$ cat config.mk
export PLATFORM = sky130hd
export DESIGN_NAME = generic_output_ctrl
export DESIGN_NICKNAME = d
export VERILOG_FILES = /design/src/rtl/generic_output_ctrl.sv
export SDC_FILE = /design/constraint.sdc
export NUM_CORES = 1
export LEC_CHECK = 0
export CAP_MARGIN = 20
export CELL_PAD_IN_SITES_DETAIL_PLACEMENT = 2
export CELL_PAD_IN_SITES_GLOBAL_PLACEMENT = 2
export CORE_MARGIN = 3
export CORE_UTILIZATION = 38
export DETAILED_ROUTE_END_ITERATION = 8
export DONT_BUFFER_PORTS = 1
export PLACE_DENSITY = 0.83
export SETUP_SLACK_MARGIN = 0.02
export SYNTH_ARGS = -nofsm -noshare
export SYNTH_HDL_FRONTEND = slang
export SYNTH_SLANG_ARGS = --single-unit
$ cat constraint.sdc
create_clock -name clk -period 1.9 [get_ports clk]
set_input_delay 0.19 -clock clk [delete_from_list [all_inputs] [get_ports clk]]
set_output_delay 0.19 -clock clk [all_outputs]
set_load 0.01 [all_outputs]
$ cat src/rtl/generic_output_ctrl.sv
// generic_output_ctrl: per-channel OFF/ON/BLINK/PWM output controller with change flags and event counter
module generic_output_ctrl #(
  parameter int   CH  = 4,
  parameter int   PW  = 4,
  parameter int   PRE = 4,
  parameter logic DS  = 1'b0
) (
  input  logic          clk,
  input  logic          rst,
  input  logic          wr_en,
  input  logic [4:0]    wr_ch,
  input  logic [1:0]    wr_mode,
  input  logic [PW-1:0] wr_val,
  input  logic [CH-1:0] chg_clr,
  output logic [CH-1:0] out,
  output logic [CH-1:0] chg,
  output logic [7:0]    evt_cnt
);
  localparam int PBW = PRE > 1 ? $clog2(PRE) : 1;
  logic [PBW-1:0] pre;
  logic [PW-1:0]  slot;
  logic           tick;
  logic [CH-1:0]  nxt, prev, diff;
  assign tick = pre == PBW'(PRE - 1);
  assign diff = out ^ prev;
  // free-running prescaler and shared PWM slot counter
  always_ff @(posedge clk) begin
    if (rst) begin
      pre  <= '0;
      slot <= '0;
    end else begin
      pre  <= tick ? '0 : pre + 1'b1;
      slot <= tick ? slot + 1'b1 : slot;
    end
  end
  for (genvar i = 0; i < CH; i++) begin : g_ch
    logic [1:0]    mode;
    logic [PW-1:0] val, bcnt;
    logic          phase, hit, wrap;
    assign hit  = wr_en && wr_ch == 5'(i);
    assign wrap = bcnt == val;
    // channel configuration and blink timing; a write restarts the blink cycle
    always_ff @(posedge clk) begin
      if (rst) begin
        mode  <= 2'b00;
        val   <= '0;
        bcnt  <= '0;
        phase <= 1'b0;
      end else if (hit) begin
        mode  <= wr_mode;
        val   <= wr_val;
        bcnt  <= '0;
        phase <= 1'b0;
      end else if (tick && mode == 2'b10) begin
        bcnt  <= wrap ? '0 : bcnt + 1'b1;
        phase <= phase ^ wrap;
      end
    end
    assign nxt[i] = mode == 2'b00 ? DS :
                    mode == 2'b01 ? ~DS :
                    mode == 2'b10 ? DS ^ phase : DS ^ (slot < val);
  end
  // registered outputs; change detection compares against the previous output so reset returns are not flagged
  always_ff @(posedge clk) begin
    if (rst) begin
      out     <= {CH{DS}};
      prev    <= {CH{DS}};
      chg     <= '0;
      evt_cnt <= '0;
    end else begin
      out     <= nxt;
      prev    <= out;
      chg     <= (chg & ~chg_clr) | diff;
      evt_cnt <= evt_cnt + 8'(|diff && evt_cnt != 8'hff);
    end
  end
endmodule

==> out/results.ini <==
[synth]
synth.net_count=428
ys_seq_elements=70
synth_area_um2=3348
ys_warn_count=0
yosysUniqueCellTypes=35
ys_async_sr_fraction_pct=0
synth_edf_count=0
synth-seq-area-share_pct=41.85
syn_inst=390
syn-mean-instance-area_um2=8.585
synthFlopType=dfxtp_1

[final_layout]
fin_nets=452
final_core_util_pct=46.68
final_common_cell=dfxtp_1
drive_above_1_share_pct=11.22
layout_common_cells=dfxtp_1, a21oi_1, nand2_1, nor2_1, nand3_1
n_fill_cell=922
antenna_cells=0
syn_to_final_growth_pct=16.85

[global_routing]
antenna_found_initial=0
grt_pass1_wl_um=15960
gr-usage-met2_pct=36.07
grt_overflow=0
grtUsageMet3_pct=5.907
grtUsageTotal_pct=20.62
grt_pass1_vias=3089
global_route.peak_usage_layer=met2
gr-usage-met1_pct=24.40
grt_start_max_net_pins=51

[sta]
setup_viol_count_final=0
fin_skew_ns=0.01276
slew_headroom_pct=55.91
hold_violations=0
max_freq_mhz=576.4
fin_crit_ns=1.735
drv_slew=0
fin_ws_ns=0.1650
rsz0062_at_grt=no
setup_tns_ns=0
tightest_slew_ns=0.6589
finalCritPeriodShare_pct=91.32

[worst_hold_path]
min_to=g_ch[0].val[0]
hp-start=wr_val[0]
hp-class=primary input to flop
hold_depth=2

[setup_path]
required_ns=2.14
worstReg2RegStart=prev[0]
worstPathArrival_ns=1.97
r2r.worst_path.cells=8
r2r_end=evt_cnt[4]
critical_path.max_fanout=3
critPathCaptureType=flop
critPathKind=flop to flop
rrSetupSlack_ns=0.16
start_kind=flop

[clock_tree]
clk_pin_slew_worst_paths_ns=0.08
clk_latency_ns=0.35
cts-htree-levels=3
cts.sinks=70
numCtsBuffers=9
cts_tree=yes
cts_root_buffer=clkbuf_8
clock_path_buffers=2

[placement]
io_buffers=0
pre_cts_slack_ns=0.04415
hpwlAfterDp_um=6500
gp_congestion=0.7776

[routing]
wire_per_inst_um=18.12
num_vias=2836
drt-initial-drc-count=128
vias_per_cell=5.412
drc=0
wl_um=9497
ant_nets=0
first_pass_iters=4

[die]
core-area_um2=8382
die_x_um=99.87
start_util_pct=39.95
die_area_um2=9973
io_pins=34
dieHeight_um=99.87
num_rows=33

[pwr]
total_leakage_power_uw=0.001522
p_per_area_nw_per_um2=806.7
vdd_drop_max_uv=522.6

[job]
drv_cap=0

[status]
status=finished, final reports clean

Yosys cell counts (all sizes together) (4+ instances only):
master | instances | area [µm²]
nand2b | 4 | 25.02
or3 | 4 | 25.02
nand3b | 4 | 42.54
nand4 | 7 | 43.79
nand3 | 24 | 120.1
xor2 | 19 | 166.4
nor2 | 41 | 153.9
xnor2 | 19 | 166.4
o21ai | 15 | 78.83
inv | 20 | 75.07
ha | 20 | 250.2
mux2i | 4 | 40.04
buf | 7 | 66.31
a21boi | 7 | 52.55
o211ai | 4 | 30.03
clkbuf | 6 | 22.52
nand2 | 45 | 176.4
and3b | 4 | 38.79
dfxtp | 70 | 1401
a21oi | 48 | 240.2
nor2b | 8 | 50.05
worst max-delay path, cell delays in order (launching register included):
cell and delay, ns:
dfxtp_1 0.33, xor2_2 0.19, nor4_2 0.32, a31oi_1 0.08, ha_2 0.20, ha_2 0.19, nand3_1 0.10, xor2_1 0.16
nor2_1 0.05
report_power, final:
| part | switching [µW] | total, µW | internal [µW] |
|---|---|---|---|
| clock | 582 | 1530 | 946 |
| combinational | 82.1 | 136 | 53.6 |
| sequential | 13.3 | 1490 | 1480 |
| total | 677 | 3160 | 2480 |
repair_timing:
item                       in CTS  in global routing
resized for setup               0                  6
hold endpoints to repair       50                  3
setup endpoints to repair       0                  3
hold buffers                    8                  3
buffers inserted                0                  1
cell type report:
class	count	area (µm²)	area share (%)
Clock buffer	11	151.4	3.870
Clock inverter	5	103.9	2.654
Inverter	20	75.07	1.919
Multi-Input combinational cell	287	1817	46.43
Sequential cell	70	1401	35.82
Tap cell	105	131.4	3.358
Timing Repair Buffer	26	232.7	5.948
stage by stage:
stage	power, µW	cells	hold WS (ns)	instance area (µm²)
5_1_grt	3285	524	0.02193	3913
4_1_cts	3186	520	0.0005497	3841
6_report	3156	524	0.01281	3913
2_1_floorplan	1604	390	0.3295	3348
3_3_place_gp	1607	496	0.2690	3496
3_5_place_dp	1615	496	0.2747	3496
how the worst max path moves through the flow:
stage               startpoint  slack [ns]  cells after the start    endpoint
floorplan               out[3]        0.25                      8  evt_cnt[4]
global placement       prev[3]        0.16                      8  evt_cnt[4]
detailed placement      out[3]        0.04                      8  evt_cnt[4]
CTS                     out[3]        0.02                      8  evt_cnt[4]
global route           prev[0]        0.02                      8  evt_cnt[4]
finish                 prev[0]        0.16                      8  evt_cnt[4]
sequential cells by signal (all words and copies together), names as in the netlist:
signal and cells:
g_ch.bcnt 16, g_ch.val 16, evt_cnt 8, g_ch.mode 8, chg 4, g_ch.phase 4
out 4, prev 4, slot 4, pre 2
per-layer routing:
layer | vias up | part of all wire (%)
li1 | 1356 | -
met5 | - | 0
met4 | 0 | 1.8
met1 | 1410 | 43
met3 | 15 | 3.7
met2 | 55 | 51
kinds of logic (layout without fill, tap and decap cells):
kind of cell             after synthesis  count (layout)  share of synthesized area, %
XOR/XNOR                              38              38                         9.940
buffers and inverters                 33              62                         4.895
AO/OA/AOI/OAI                         75              75                         12.18
AND/OR/NAND/NOR                      150             150                         22.46
adder cells (fa/ha/maj)               20              20                         7.474
flip-flops                            70              70                         41.85
multiplexers                           4               4                         1.196
Power figures use the tool's default switching activity.
